### src/rtl/gb_arb_pkg.sv
// Shared types and constants for the ghostbus arbiter slice.
// Latency: n/a (declarations only).
// Backpressure: n/a (declarations only).
package gb_arb_pkg;

    // Default ghostbus geometry.
    localparam int GB_AW = 24;
    localparam int GB_DW = 32;

    // Requester index width covers the legal NREQ range of 2..4.
    localparam int IDX_W = 2;
    // Read-delay counter width; RD_DELAY tops out at 15.
    localparam int CNT_W = 4;

    typedef enum logic [1:0] {
        ST_IDLE  = 2'd0,
        ST_ISSUE = 2'd1,
        ST_WAIT  = 2'd2,
        ST_RESP  = 2'd3
    } gb_state_t;

endpackage

### src/rtl/gb_arbiter_if.sv
// Bundle of requester handshake and ghostbus signals for gb_arbiter.
// Latency: n/a (wires only); slave = arbiter view, master = environment view.
// Backpressure: req_ready is the only accept indication; one transaction in flight.
interface gb_arbiter_if
    import gb_arb_pkg::*;
#(
    parameter int NREQ = 2,
    parameter int AW   = GB_AW,
    parameter int DW   = GB_DW
);
    logic [NREQ-1:0]    req_valid;
    logic [NREQ-1:0]    req_we;
    logic [NREQ*AW-1:0] req_addr;
    logic [NREQ*DW-1:0] req_wdata;
    logic [NREQ-1:0]    req_ready;
    logic [NREQ-1:0]    rsp_valid;
    logic [DW-1:0]      rsp_rdata;
    logic [AW-1:0]      gb_addr;
    logic [DW-1:0]      gb_wdata;
    logic               gb_wen;
    logic               gb_rstb;
    logic [DW-1:0]      gb_rdata;

    modport slave (
        input  req_valid, req_we, req_addr, req_wdata, gb_rdata,
        output req_ready, rsp_valid, rsp_rdata, gb_addr, gb_wdata, gb_wen, gb_rstb
    );

    modport master (
        output req_valid, req_we, req_addr, req_wdata, gb_rdata,
        input  req_ready, rsp_valid, rsp_rdata, gb_addr, gb_wdata, gb_wen, gb_rstb
    );
endinterface

### src/rtl/gb_rr_pick.sv
// Round-robin winner select: i_req vector, i_last grant -> o_idx winner, o_any.
// Latency: combinational.
// Backpressure: none; the caller decides whether the pick is taken.
module gb_rr_pick
    import gb_arb_pkg::*;
#(
    parameter int NREQ = 2
) (
    input  logic [NREQ-1:0]  i_req,
    input  logic [IDX_W-1:0] i_last,
    output logic [IDX_W-1:0] o_idx,
    output logic             o_any
);

    // Walk candidates from farthest (last grant itself) to nearest
    // (last grant + 1); the final hit is the highest-priority requester.
    always_comb begin
        o_idx = '0;
        o_any = 1'b0;
        for (int k = NREQ; k >= 1; k--) begin
            for (int j = 0; j < NREQ; j++) begin
                if (i_req[j] && (j == ((int'(i_last) + k) % NREQ))) begin
                    o_idx = j[IDX_W-1:0];
                    o_any = 1'b1;
                end
            end
        end
    end

endmodule

### src/rtl/gb_arbiter.sv
// Round-robin arbiter of NREQ requesters onto a single ghostbus master port.
// Latency: write accept->rsp_valid 2 cycles, read RD_DELAY+2; strobes are one cycle.
// Backpressure: req_ready pulses only in IDLE; one transaction outstanding at a time.
// Ports: gb_clk/gb_rst_n (async active-low); bus = requester side + ghostbus side.
module gb_arbiter
    import gb_arb_pkg::*;
#(
    parameter int NREQ     = 2,
    parameter int AW       = GB_AW,
    parameter int DW       = GB_DW,
    parameter int RD_DELAY = 1
) (
    input  logic         gb_clk,
    input  logic         gb_rst_n,
    gb_arbiter_if.slave  bus
);

    gb_state_t          r_state;
    logic [IDX_W-1:0]   r_last;
    logic [IDX_W-1:0]   r_idx;
    logic               r_we;
    logic [CNT_W-1:0]   r_cnt;
    logic               r_armed;
    logic [AW-1:0]      r_gb_addr;
    logic [DW-1:0]      r_gb_wdata;
    logic               r_gb_wen;
    logic               r_gb_rstb;
    logic [NREQ-1:0]    r_rsp_valid;
    logic [DW-1:0]      r_rsp_rdata;

    logic [IDX_W-1:0]   w_win_idx;
    logic               w_win_any;
    logic [NREQ-1:0]    w_win_oh;
    logic [NREQ-1:0]    w_rsp_oh;
    logic               w_sel_we;
    logic [AW-1:0]      w_sel_addr;
    logic [DW-1:0]      w_sel_wdata;
    logic               w_accept;

    gb_rr_pick #(.NREQ(NREQ)) u_pick (
        .i_req  (bus.req_valid),
        .i_last (r_last),
        .o_idx  (w_win_idx),
        .o_any  (w_win_any)
    );

    // Demux the winner's fields out of the flattened request buses and
    // build the one-hot masks for the grant and the response.
    always_comb begin
        w_win_oh    = '0;
        w_rsp_oh    = '0;
        w_sel_we    = 1'b0;
        w_sel_addr  = '0;
        w_sel_wdata = '0;
        for (int j = 0; j < NREQ; j++) begin
            if (w_win_idx == j[IDX_W-1:0]) begin
                w_win_oh[j] = 1'b1;
                w_sel_we    = bus.req_we[j];
                w_sel_addr  = bus.req_addr[j*AW +: AW];
                w_sel_wdata = bus.req_wdata[j*DW +: DW];
            end
            w_rsp_oh[j] = (r_idx == j[IDX_W-1:0]);
        end
    end

    // r_armed holds off grants on the first edge after reset release, so
    // nothing is accepted while reset is still being deasserted.
    assign w_accept = (r_state == ST_IDLE) && r_armed && w_win_any;

    always_ff @(posedge gb_clk or negedge gb_rst_n) begin
        if (!gb_rst_n) begin
            r_state     <= ST_IDLE;
            r_last      <= IDX_W'(NREQ - 1);
            r_idx       <= '0;
            r_we        <= 1'b0;
            r_cnt       <= '0;
            r_armed     <= 1'b0;
            r_gb_addr   <= '0;
            r_gb_wdata  <= '0;
            r_gb_wen    <= 1'b0;
            r_gb_rstb   <= 1'b0;
            r_rsp_valid <= '0;
            r_rsp_rdata <= '0;
        end else begin
            r_armed     <= 1'b1;
            // Strobes and completion are single-cycle pulses by default.
            r_gb_wen    <= 1'b0;
            r_gb_rstb   <= 1'b0;
            r_rsp_valid <= '0;
            unique case (r_state)
                ST_IDLE: begin
                    if (w_accept) begin
                        r_idx      <= w_win_idx;
                        r_last     <= w_win_idx;
                        r_we       <= w_sel_we;
                        r_gb_addr  <= w_sel_addr;
                        r_gb_wdata <= w_sel_wdata;
                        r_gb_wen   <= w_sel_we;
                        r_gb_rstb  <= ~w_sel_we;
                        r_state    <= ST_ISSUE;
                    end
                end
                ST_ISSUE: begin
                    if (r_we) begin
                        r_rsp_valid <= w_rsp_oh;
                        r_rsp_rdata <= '0;
                        r_state     <= ST_RESP;
                    end else begin
                        r_cnt   <= CNT_W'(RD_DELAY - 1);
                        r_state <= ST_WAIT;
                    end
                end
                ST_WAIT: begin
                    if (r_cnt == '0) begin
                        r_rsp_rdata <= bus.gb_rdata;
                        r_rsp_valid <= w_rsp_oh;
                        r_state     <= ST_RESP;
                    end else begin
                        r_cnt <= r_cnt - CNT_W'(1);
                    end
                end
                ST_RESP: begin
                    r_state <= ST_IDLE;
                end
                default: begin
                    r_state <= ST_IDLE;
                end
            endcase
        end
    end

    assign bus.req_ready = w_accept ? w_win_oh : '0;
    assign bus.rsp_valid = r_rsp_valid;
    assign bus.rsp_rdata = r_rsp_rdata;
    assign bus.gb_addr   = r_gb_addr;
    assign bus.gb_wdata  = r_gb_wdata;
    assign bus.gb_wen    = r_gb_wen;
    assign bus.gb_rstb   = r_gb_rstb;

endmodule

### src/flat_wrapper.sv
// flat-port wrapper written by rule: the top's interface ports become plain ports
module gb_arbiter_flat import gb_arb_pkg::*;
#(
    parameter int NREQ     = 2,
    parameter int AW       = GB_AW,
    parameter int DW       = GB_DW,
    parameter int RD_DELAY = 1
)
  (gb_clk, gb_rst_n, bus_req_valid, bus_req_we, bus_req_addr, bus_req_wdata, bus_gb_rdata, bus_req_ready, bus_rsp_valid, bus_rsp_rdata, bus_gb_addr, bus_gb_wdata, bus_gb_wen, bus_gb_rstb);
  gb_arbiter_if #(.NREQ(NREQ), .AW(AW), .DW(DW)) bus_i ();
  input  logic gb_clk;
  input  logic gb_rst_n;
  input wire logic [$bits(bus_i.req_valid)-1:0] bus_req_valid;
  input wire logic [$bits(bus_i.req_we)-1:0] bus_req_we;
  input wire logic [$bits(bus_i.req_addr)-1:0] bus_req_addr;
  input wire logic [$bits(bus_i.req_wdata)-1:0] bus_req_wdata;
  input wire logic [$bits(bus_i.gb_rdata)-1:0] bus_gb_rdata;
  output wire logic [$bits(bus_i.req_ready)-1:0] bus_req_ready;
  output wire logic [$bits(bus_i.rsp_valid)-1:0] bus_rsp_valid;
  output wire logic [$bits(bus_i.rsp_rdata)-1:0] bus_rsp_rdata;
  output wire logic [$bits(bus_i.gb_addr)-1:0] bus_gb_addr;
  output wire logic [$bits(bus_i.gb_wdata)-1:0] bus_gb_wdata;
  output wire logic [$bits(bus_i.gb_wen)-1:0] bus_gb_wen;
  output wire logic [$bits(bus_i.gb_rstb)-1:0] bus_gb_rstb;
  assign bus_i.req_valid = bus_req_valid;
  assign bus_i.req_we = bus_req_we;
  assign bus_i.req_addr = bus_req_addr;
  assign bus_i.req_wdata = bus_req_wdata;
  assign bus_i.gb_rdata = bus_gb_rdata;
  assign bus_req_ready = bus_i.req_ready;
  assign bus_rsp_valid = bus_i.rsp_valid;
  assign bus_rsp_rdata = bus_i.rsp_rdata;
  assign bus_gb_addr = bus_i.gb_addr;
  assign bus_gb_wdata = bus_i.gb_wdata;
  assign bus_gb_wen = bus_i.gb_wen;
  assign bus_gb_rstb = bus_i.gb_rstb;
  gb_arbiter #(.NREQ(NREQ), .AW(AW), .DW(DW), .RD_DELAY(RD_DELAY)) u_core (.gb_clk(gb_clk), .gb_rst_n(gb_rst_n), .bus(bus_i));
endmodule
### config.mk
export PLATFORM = sky130hd
export DESIGN_NAME = gb_arbiter_flat
export DESIGN_NICKNAME = d
export VERILOG_FILES = /design/src/rtl/gb_arb_pkg.sv /design/src/rtl/gb_arbiter_if.sv /design/src/rtl/gb_rr_pick.sv /design/src/rtl/gb_arbiter.sv /design/src/flat_wrapper.sv
export SDC_FILE = /design/constraint.sdc
export NUM_CORES = 1
export LEC_CHECK = 0
export ABC_AREA = 1
export CORE_MARGIN = 2
export CORE_UTILIZATION = 40
export DETAILED_ROUTE_END_ITERATION = 12
export PLACE_DENSITY = 0.81
export SLEW_MARGIN = 0
export SYNTH_ARGS = -nofsm -noshare
export SYNTH_HDL_FRONTEND = slang
export SYNTH_SLANG_ARGS = --single-unit
### constraint.sdc
create_clock -name gb_clk -period 2.22 [get_ports gb_clk]
set_input_delay 0.666 -clock gb_clk [delete_from_list [all_inputs] [get_ports gb_clk]]
set_output_delay 0.666 -clock gb_clk [all_outputs]
set_load 0.01 [all_outputs]
Word level (Yosys, flattened, before mapping) --
Cells that the tools add are included.
Word-level totals: bits in registers 103, latch bits 0, memory bits (writable) 0, memory bits (read-only) 0, input bits 150, output and inout port bits 94, memories 0
Operators by class: add/sub/neg operators 3, multiply operators 0, divide/modulo/power cells 0, $lt $le $gt $ge 0, equal/unequal tests 12, shifts and indexed selects 0, multiplexer cells 33, bitwise gates (word level) 3, reduce and logical (&&, ||, !) cells 17
Operators with widths (number):
- $mux 32 | 4
- $logic_not 32->1 | 2
- $pmux 32 s2 | 1
- $mux 24 | 2
- $mux 1 | 14
- $mux 2 | 7
- $mux 4 | 2
- $pmux 2 s4 | 1
- $pmux 4 s2 | 1
- $eq 2x1->1 const B | 3
- $logic_and 1x1->1 | 6
- $logic_not 2->1 | 3
- $ne 2x1->1 const B | 3
- $reduce_and 3->1 | 2
- $eq 2x2->1 const A | 2
- $eq 2x2->1 const B | 2
- $logic_not 4->1 | 1
- $ne 2x2->1 const B | 2
- $pmux 2 s2 | 1
- $reduce_and 2->1 | 2
- $sub 4x1->4 const B | 1
- $add 1x1->1 const B | 2
- $and 1x1->1 const A | 2
- $reduce_bool 2->1 | 1
- $not 1->1 | 1

Logic depth before layout (Yosys ltp) --
Gate-level depths: netlist of the first run.
word-level depth 13, gate-level depth with buffers 9, depth with buffers taken out 9

Hierarchy --
From an unflattened synthesis of the first run, not the netlist that was laid out.
Second synthesis, totals: cells, all modules 539, area, all modules 4475.5 µm²
By module, submodules not included:
- gb_arbiter | instances 1, cells each 534, area each 4449.3 µm²
- gb_rr_pick | instances 1, cells each 5, area each 26.3 µm²

Worst setup path after synthesis of the first run --
No wires, ideal clock.
path type register -> output, start reg u_core.r_state[0], end out bus_req_ready[0], data arrival time 1.207 ns, slack 0.347 ns, stages on the path, launching flop included 7, cells stage by stage dfrtp_1 > inv_1 > ha_1 > nand2_2 > nor2_4 > and2_4 > buf_2
Between the ends: word-level cells in the longest chain between the ends 4
Ends and longest elaborated chain:
- start, declared | line gb_arbiter.sv:18 | gb_state_t r_state;
- start signal, assigned | line gb_arbiter.sv:72 | r_state <= ST_IDLE;
- start signal, assigned | line gb_arbiter.sv:100 | r_state <= ST_ISSUE;
- start signal, assigned | line gb_arbiter.sv:107 | r_state <= ST_RESP;
- $logic_not 2->1 | line gb_arbiter.sv:68 | assign w_accept = (r_state == ST_IDLE) && r_armed && w_win_any;
- $logic_and 1x1->1 (2 in series) | line gb_arbiter.sv:68
- $mux 2 | line gb_arbiter.sv:132 | assign bus.req_ready = w_accept ? w_win_oh : '0;
- end, declared | line flat_wrapper.sv:18 | output wire logic [$bits(bus_i.req_ready)-1:0] bus_req_ready;
No other way between the ends.

Worst setup path in the final report of the first run --
start reg u_core.r_state[1], end out bus_req_ready[1]
Same word-level chain as after synthesis.

==> results of run 1 <==
sequential cells by signal (all words and copies together) (netlist names):
register and count:
u_core.r_cnt 4, u_core.r_armed 1, u_core.r_idx 1, u_core.r_state 2, u_core.bus.gb_wdata 32, u_core.bus.gb_addr 24
u_core.bus.rsp_rdata 32, u_core.r_we 1, u_core.r_last 1, u_core.bus.gb_rstb 1, u_core.bus.rsp_valid 2, u_core.bus.gb_wen 1
path summary, 6_finish.rpt:
kind	endpoint	slack [ns]	cells after the start
max	bus_req_ready[1]	0.1	5
min	u_core.bus.rsp_rdata[23]$_DFFE_PN0P_	0.18	1
max reg2reg	u_core.bus.rsp_rdata[8]$_DFFE_PN0P_	0.20	8
min reg2reg	u_core.bus.rsp_valid[0]$_DFF_PN0_	0.44	1
max in group asynchronous	u_core.r_last[0]$_DFFE_PN1P_	1.47	2
min in group gb_clk	u_core.bus.rsp_valid[0]$_DFF_PN0_	0.44	1
layer usage:
metal  GRT usage  up-vias  routed length [um]
li1            -     2332                   -
met1       0.273     2249                5590
met2       0.400      189                7550
met3      0.0605       32                1000
met4      0.0959        0                 450
met5           0        -                   0
report_power, final:
| part | total, mW | switching, mW | internal, mW |
|---|---|---|---|
| clock | 1.48 | 0.699 | 0.785 |
| sequential | 3.23 | 0.501 | 2.73 |
| combinational | 5.06 | 2.59 | 2.48 |
| total | 9.78 | 3.79 | 5.99 |
metrics by stage:
stage	util	total power, mW
5_1_grt	0.665	10.5
6_report	0.665	9.78
4_1_cts	0.664	9.80
2_1_floorplan	-	5.63
3_3_place_gp	0.637	7.98
3_5_place_dp	0.637	8.19
final cells by class:
type | instances | area share
Timing Repair Buffer | 262 | 0.341
Inverter | 42 | 0.0207
Tap cell | 143 | 0.0235
Clock inverter | 6 | 0.00492
Clock buffer | 10 | 0.0313
Multi-Input combinational cell | 415 | 0.244
Sequential cell | 102 | 0.335
placed cells by master (no fill, tap or decap):
cell                                n
sky130_fd_sc_hd__nand2_1          279
sky130_fd_sc_hd__clkdlybuf4s50_1  238
sky130_fd_sc_hd__dfrtp_1          101
sky130_fd_sc_hd__nand3_1           64
sky130_fd_sc_hd__inv_1             39
sky130_fd_sc_hd__nand4_1           33
sky130_fd_sc_hd__buf_4             17
sky130_fd_sc_hd__nand2_2           12
sky130_fd_sc_hd__clkbuf_16          9
sky130_fd_sc_hd__o21ai_0            7
sky130_fd_sc_hd__nor2_1             5
sky130_fd_sc_hd__ha_1               4
sky130_fd_sc_hd__inv_2              3
sky130_fd_sc_hd__clkinv_2           3
sky130_fd_sc_hd__clkinvlp_4         3
sky130_fd_sc_hd__dlygate4sd2_1      3
sky130_fd_sc_hd__buf_12             3
sky130_fd_sc_hd__nor2_4             2
sky130_fd_sc_hd__nand2_4            1
sky130_fd_sc_hd__nor2_2             1
sky130_fd_sc_hd__and2_1             1
sky130_fd_sc_hd__and2_4             1
sky130_fd_sc_hd__or2_2              1
sky130_fd_sc_hd__nand3_2            1
sky130_fd_sc_hd__nand3b_1           1
sky130_fd_sc_hd__ha_4               1
sky130_fd_sc_hd__clkbuf_8           1
sky130_fd_sc_hd__buf_2              1
sky130_fd_sc_hd__conb_1             1
sky130_fd_sc_hd__dfstp_2            1
timing repair:
item	4_1_cts	5_1_grt
setup endpoints to repair	2	1
hold endpoints to repair	0	0
resized for setup	13	1
gates cloned	0	0
hold buffers	0	0
buffers inserted	2	3
pin swaps	0	1
kinds of logic (layout without fill, tap and decap cells):
family                     Yosys count  after routing  synth area share
adders and majority gates            5              5            0.0132
and+or+nand+nor                    402            402             0.366
buffers and inverters               77            320            0.0737
AOI/OAI and AO/OA                    7              7           0.00740
DFF                                102            102             0.539
other                                1              1          0.000792
==> impl.org, run 1 <==
** Outcome
- The run finished with clean final reports.

** Clock network
- Worst-path clk slew :: 0.07 ns
- CTS tree :: built
- Number of sinks driven by the clock tree :: about 100
- Insertion delay of the later-clocked pin in the worst-skew pair :: ~0.35 ns
- Buffer cell driving the clock tree root :: sky130_fd_sc_hd__clkbuf_16
- Number of H-tree levels :: 3
- In this run, CTS created clock tree buffers numbering 9.
- Maximum buffer depth of the clock tree :: 2

** Die
- Die Span Y :: roughly 110 um
- The floorplan has 39 rows.
- Overall die area :: between 10000 and 15000 sq um
- Initial Utilization :: 0.413
- Top-level port count :: 244
- Die width :: 113 um
- Core region area :: ~11000 sq um

** Synth
- By instance count, the leading cell after synthesis is sky130_fd_sc_hd__nand2_1.
- The most used flip-flop cell after synthesis is sky130_fd_sc_hd__dfrtp_1.
- The share of synthesized area in the top cell type comes to 0.534.
- Synthesized instance count :: 594
- Post-synthesis sequential area ratio :: 0.539
- Synthesis produced a netlist with a net count of between 700 and 800.
- In this run, synthesis inferred 0 flip-flops with an integrated enable.
- Number of warnings issued by yosys :: 0
- The synthesized netlist occupies a cell area of roughly 4700 sq um.
- Synthesized area per cell :: roughly 8 sq um
- Synth unique cells :: 24
- Dominant cells by area after synthesis :: sky130_fd_sc_hd__dfrtp_1, sky130_fd_sc_hd__nand2_1, sky130_fd_sc_hd__nand3_1
- Async S/R FF share, synth :: 1.00
- The commonest cells after synthesis are sky130_fd_sc_hd__nand2_1, sky130_fd_sc_hd__dfrtp_1, sky130_fd_sc_hd__nand3_1.
- Register bit count reported by yosys :: 102
- Cell accounting for the most synthesized area :: sky130_fd_sc_hd__dfrtp_1

** Worst setup path
- Buffering stage count on the worst path with inverters included :: 2
- Data arrival, critical path :: about 1.5 ns
- Cell-by-cell listing of the critical path :: inv_2 -> ha_4 -> nand2_4 -> nor2_4 -> dlygate4sd2_1
- Critical path required time :: roughly 1.6 ns
- The startpoint identified for the worst register-to-register timing path is u_core.r_state[1]$_DFFE_PN0P_.
- The worst setup path is launched from a register.
- The largest single stage delay on the critical path is roughly 0.40 ns.
- The largest individual stage delay along the critical path comes from the cell sky130_fd_sc_hd__dfrtp_1.
- Broken down by cell family, the worst path's largest delay share belongs to flip-flops.
- Critical Setup Path Class :: reg -> out
- Launch point of the worst path :: u_core.r_state[1]$_DFFE_PN0P_
- Setup crit end kind :: output port
- Crit path max fanout :: 3

** Detailed routing
- Routed wire per std cell :: 14.9 um
- The detail route stage leaves a number of antenna-violating nets equal to 0.
- Wires add up to approximately 15000 um.
- DRC errors left :: 0
- The routed layout has around 4800 vias.
- The detailed router finished its first iteration with between 300 and 400 violations.
- Number of detailed-route iterations in the first pass :: 4
- After detailed routing, the number of vias per cell comes to around 4.9.

** GRT
- Global routing finished with a remaining overflow of 0.
- Initial antenna violation count :: 0
- The first global-routing pass estimated around 24000 um of wire.
- Entering global routing, the biggest net connects approximately 60 pins.
- In the global route stage, overall resource usage came out at 0.231.
- Via count of the first global-routing pass :: between 4000 and 5000

** Power
- Across the VDD grid, the largest voltage drop is ~0.00093 V.
- For this design the ratio of total power to cell area is 1280 nW/um^2.
- Static leakage power :: around 3.7 nW

** Place
- Placed instance count :: 959
- The placed instances occupy a cell area of 7300 sq um.
- Routability-driven placement finished with a final weighted congestion of around 0.84.
- Input and output buffers added on the ports amount to around 240.
- Worst Setup Slack post-DPL :: -0.498 ns
- Detailed placement finished with a half-perimeter wire length of roughly 11000 um.

** Timing
- Maximum operating frequency :: 471 MHz
- Max-slew violation count :: 0
- Final count of negative-setup-slack endpoints :: 0
- The clock arrives with ~0.0084 ns of skew.
- Hold slack :: roughly 0.18 ns
- The final number of hold-violating endpoints was 0.
- RSZ-0062 raised after global routing :: no
- Post-route clock period utilization :: 0.956
- For the pin with the worst max-slew slack, the measured transition is approximately 0.66 ns.
- Final worst-path setup slack :: roughly 0.1 ns
- After routing, the total negative slack on setup checks comes to 0 ns.
- After layout, the minimum clock period comes to 2.12 ns.
- Measured against its own limit, the worst slew margin works out to 0.559.

** Finish
- Filler Cell Count :: around 940
- Multi-input gate area in the final layout :: 1860 sq um
- Share of layout cells above drive strength 1 :: 0.0729
- Combined flip-flop and latch cell area :: 2550 sq um
- Final standard cell area without fillers :: 7630 sq um
- The number of antenna diodes in the final layout is 0.
- Final-stage net count :: between 900 and 1000
- Layout-stage area growth over the synthesis result :: 61.1%
- The finished layout holds 980 standard cells, fillers aside.

** Job
- Across the run, the number of max-cap violations was 0.

** Worst hold path
- Worst hold-check path type :: in -> async
Note: power is estimated with default switching activity, not from simulation.
==> run 2: changes to the inputs <==
- SETUP_SLACK_MARGIN: unset -> 0.2
==> run 2 against run 1 <==
Against the previous run: core utilization grew 0.13 points; worst hold slack lost 0.0011 ns; flip-flop and latch count is the same; die area is the same; cell count is the same; global-route usage is essentially flat; first-iteration DRC count shrank 7.6%; non-clock buffer count is the same; clock-buffer cell count is the same; via count shrank 0.48%; critical path depth grew 1; cell area grew 0.20%; largest power group unchanged; highest routed layer unchanged.
==> impl.org, run 2 (synthesis results as in run 1) <==
** Finish
- The commonest non-fill, non-tap cell in the layout is sky130_fd_sc_hd__nand2_1 (unchanged).
- Commonest cells after routing, fill and taps aside: sky130_fd_sc_hd__nand2_1, sky130_fd_sc_hd__clkdlybuf4s50_1, sky130_fd_sc_hd__dfrtp_1 (unchanged).
- # diodes :: 0 (unchanged)
- The area taken by flip-flops and latches came to 2550 sq um (unchanged).
- The area growth from synthesis to final layout was 61.4% (was 61.1%).
- The number of filler instances in the final layout was 927 (was 935).
- The share of post-route cells with drive strength above 1 came to 0.0741 (was 0.0729).
- Core Util, Final :: 0.667 (was 0.665)
- The final instance count without filler cells was 980 (unchanged).
- Final standard cell area without fillers :: 7640 sq um (was 7630 sq um)
- Final-stage net count :: 987 (unchanged)
- The area taken by multi-input logic gates was 1870 sq um (was 1860 sq um).

** Worst setup path
- The type of origin of the critical path is a register (unchanged).
- The last element of the critical path is bus_req_ready[0] (was bus_req_ready[1]).
- The data required time of the worst path came to 1.55 ns (about the same).
- The signal arrival time at the worst endpoint was 1.39 ns (was 1.46 ns).
- The end of the worst register-to-register path was u_core.r_cnt[2]$_DFFE_PN0P_ (was u_core.bus.rsp_rdata[8]$_DFFE_PN0P_).
- RR Startpoint :: u_core.r_state[1]$_DFFE_PN0P_ (unchanged)
- Crit path max fanout :: 2 (was 3)
- Launch point of the worst path :: u_core.r_state[1]$_DFFE_PN0P_ (unchanged)
- The internal reg-to-reg setup slack was 0.39 ns (was 0.20 ns).
- The endpoint kind of the worst setup timing path was an output port (unchanged).
- The category of the critical setup timing path was reg -> out (unchanged).
- The path depth of the worst reg2reg path was 8 (unchanged).

** Job
- Count of max-cap constraint violations :: 0 (unchanged)

** Detailed routing
- The routed length per instance came to 14.9 um (about the same).
- Number of detailed-route iterations in the first pass :: 5 (was 4)
- The via count is 4779 (was 4802).
- Antenna Violating Nets Remaining :: 0 (unchanged)
- Via-per-instance ratio :: 4.88 (was 4.90)
- First-iteration detailed-routing DRC count :: 328 (was 355)
- Total routed wirelength :: 14600 um (about the same)
- DRC errors left :: 0 (unchanged)

** Place
- Post-DP HPWL :: 10700 um (unchanged)
- Final RePlAce weighted congestion :: 0.838 (unchanged)
- The worst setup timing slack at the placement stage was -0.498 ns (unchanged).
- Placed instance count :: 959 (unchanged)
- The post-place instance area is 7300 sq um (unchanged).
- Port buffer count :: 243 (unchanged)

** Timing
- The final number of hold-violating endpoints came to 0 (unchanged).
- Post-route clock period utilization :: 0.928 (was 0.956)
- The number of setup violations in the final report is 0 (unchanged).
- The maximum clock skew at final layout is 0.00856 ns (was 0.00838 ns).
- The post-route worst hold slack came to 0.175 ns (was 0.176 ns).
- The count of final max-slew check failures is 0 (unchanged).
- RSZ-0062 raised after global routing :: yes (was no)
- Slew at the pin closest to its max-slew limit :: 0.624 ns (was 0.661 ns)
- Max-slew headroom at the worst pin :: 0.584 (was 0.559)
- The setup TNS came to 0 ns (unchanged).
- Tmin final :: 2.06 ns (was 2.12 ns)
- The smallest setup slack after layout was 0.159 ns (was 0.0982 ns).
- The maximum clock rate was 485 MHz (was 471 MHz).

** Outcome
- Status: finished clean (unchanged).

** GRT
- Maximum number of pins on one net before global-route repair :: 59 (unchanged)
- Global-route wire length before repair :: 23600 um (about the same)
- Total routing usage reported by global routing :: 0.231 (about the same)
- The number of global-route vias before repair came to 4827 (was 4826).
- The number of antenna violations at the first check in global routing was 0 (unchanged).
- The global route total overflow was 0 (unchanged).

** Clock network
- The clock network latency to the later pin of the worst-skew pair came to 0.35 ns (about the same).
- The sink count of the clock tree is 102 (unchanged).
- The clock-pin slew on the worst setup and hold paths is 0.07 ns (about the same).
- CTS tree :: built (unchanged)
- The number of H-tree levels came to 3 (unchanged).
- The largest buffer count on any clock path is 2 (unchanged).
- Buffer cell driving the clock tree root :: sky130_fd_sc_hd__clkbuf_16 (unchanged)
- The total clock buffers created by CTS was 9 (unchanged).

** Die
- Core region area :: 11500 sq um (unchanged)
- The number of placement rows was 39 (unchanged).
- The die area was 12700 sq um (unchanged).
- The number of placed I/O pins is 244 (unchanged).
- The vertical extent of the die came to 113 um (unchanged).
- Die width :: 113 um (unchanged)
- The starting density of the core is 0.413 (unchanged).

** Power
- The overall power consumption is 9.79 mW (was 9.78 mW).
- Peak ir drop on the vdd network :: 0.000925 V (was 0.000928 V)
- Static leakage power :: 3.76 nW (was 3.74 nW)
- The power per unit of standard cell area came to 1280 nW/um^2 (about the same).

** Worst hold path
- Worst hold-check path type :: in -> async (unchanged)
-- run 2: cell types whose count changed in the layout (fill, tap and decap cells not counted) --
cell	previous run	this run
sky130_fd_sc_hd__nand3_4	0	1
sky130_fd_sc_hd__buf_6	0	1
sky130_fd_sc_hd__dlymetal6s2s_1	0	2
sky130_fd_sc_hd__clkdlybuf4s50_1	238	236
sky130_fd_sc_hd__dlygate4sd2_1	3	2
sky130_fd_sc_hd__nand3_2	1	0
-- run 2: worst min path at each step --
stage                                            from                              endpoint  slack [ns]  depth (start not counted)
after floorplan                              gb_rst_n     u_core.bus.gb_addr[0]$_DFFE_PN0P_        0.37                          0
after global placement    u_core.r_idx[0]$_DFFE_PN0P_     u_core.bus.rsp_valid[0]$_DFF_PN0_        0.42                          1
after detailed placement  u_core.r_idx[0]$_DFFE_PN0P_     u_core.bus.rsp_valid[0]$_DFF_PN0_        0.42                          1
after CTS                                    gb_rst_n  u_core.bus.rsp_rdata[23]$_DFFE_PN0P_        0.17                          1
after global routing                         gb_rst_n  u_core.bus.rsp_rdata[23]$_DFFE_PN0P_        0.18                          1
final                                        gb_rst_n  u_core.bus.rsp_rdata[23]$_DFFE_PN0P_        0.17                          1
-- run 2: cell type report --
class	instances	area share
repair buffers	262	0.341
flip-flops and latches	102	0.334
multi-input cells	415	0.244
clock buffers	10	0.0313
well taps	143	0.0234
inverters	42	0.0206
clock inverters	6	0.00491
-- run 2: critical path, stage by stage, from the launching register on --
cell and delay, ns:
sky130_fd_sc_hd__dfrtp_1 0.41, sky130_fd_sc_hd__inv_2 0.10, sky130_fd_sc_hd__ha_4 0.15, sky130_fd_sc_hd__nand2_4 0.06, sky130_fd_sc_hd__nor2_4 0.08, sky130_fd_sc_hd__and2_4 0.15, sky130_fd_sc_hd__buf_6 0.10
-- run 2: report_power, final --
group | internal, mW | leakage [nW] | switching, mW | total [mW]
Combinational | 2.48 | 2.33 | 2.60 | 5.08
Clock | 0.785 | 0.130 | 0.700 | 1.48
Sequential | 2.73 | 1.30 | 0.501 | 3.23
-- run 2: what timing repair did --
action | in CTS | in global routing
pin swaps | 2 | 1
endpoints found under the hold margin | 0 | 0
setup endpoints to repair | 17 | 26
hold buffers | 0 | 0
gates resized for setup | 18 | 3
buffers inserted | 4 | 1
-- run 2: routing by layer --
layer	part of all wire	global-route usage
met1	0.39	0.274
met2	0.52	0.399
met3	0.067	0.0600
met4	0.030	0.0959
met5	0	0
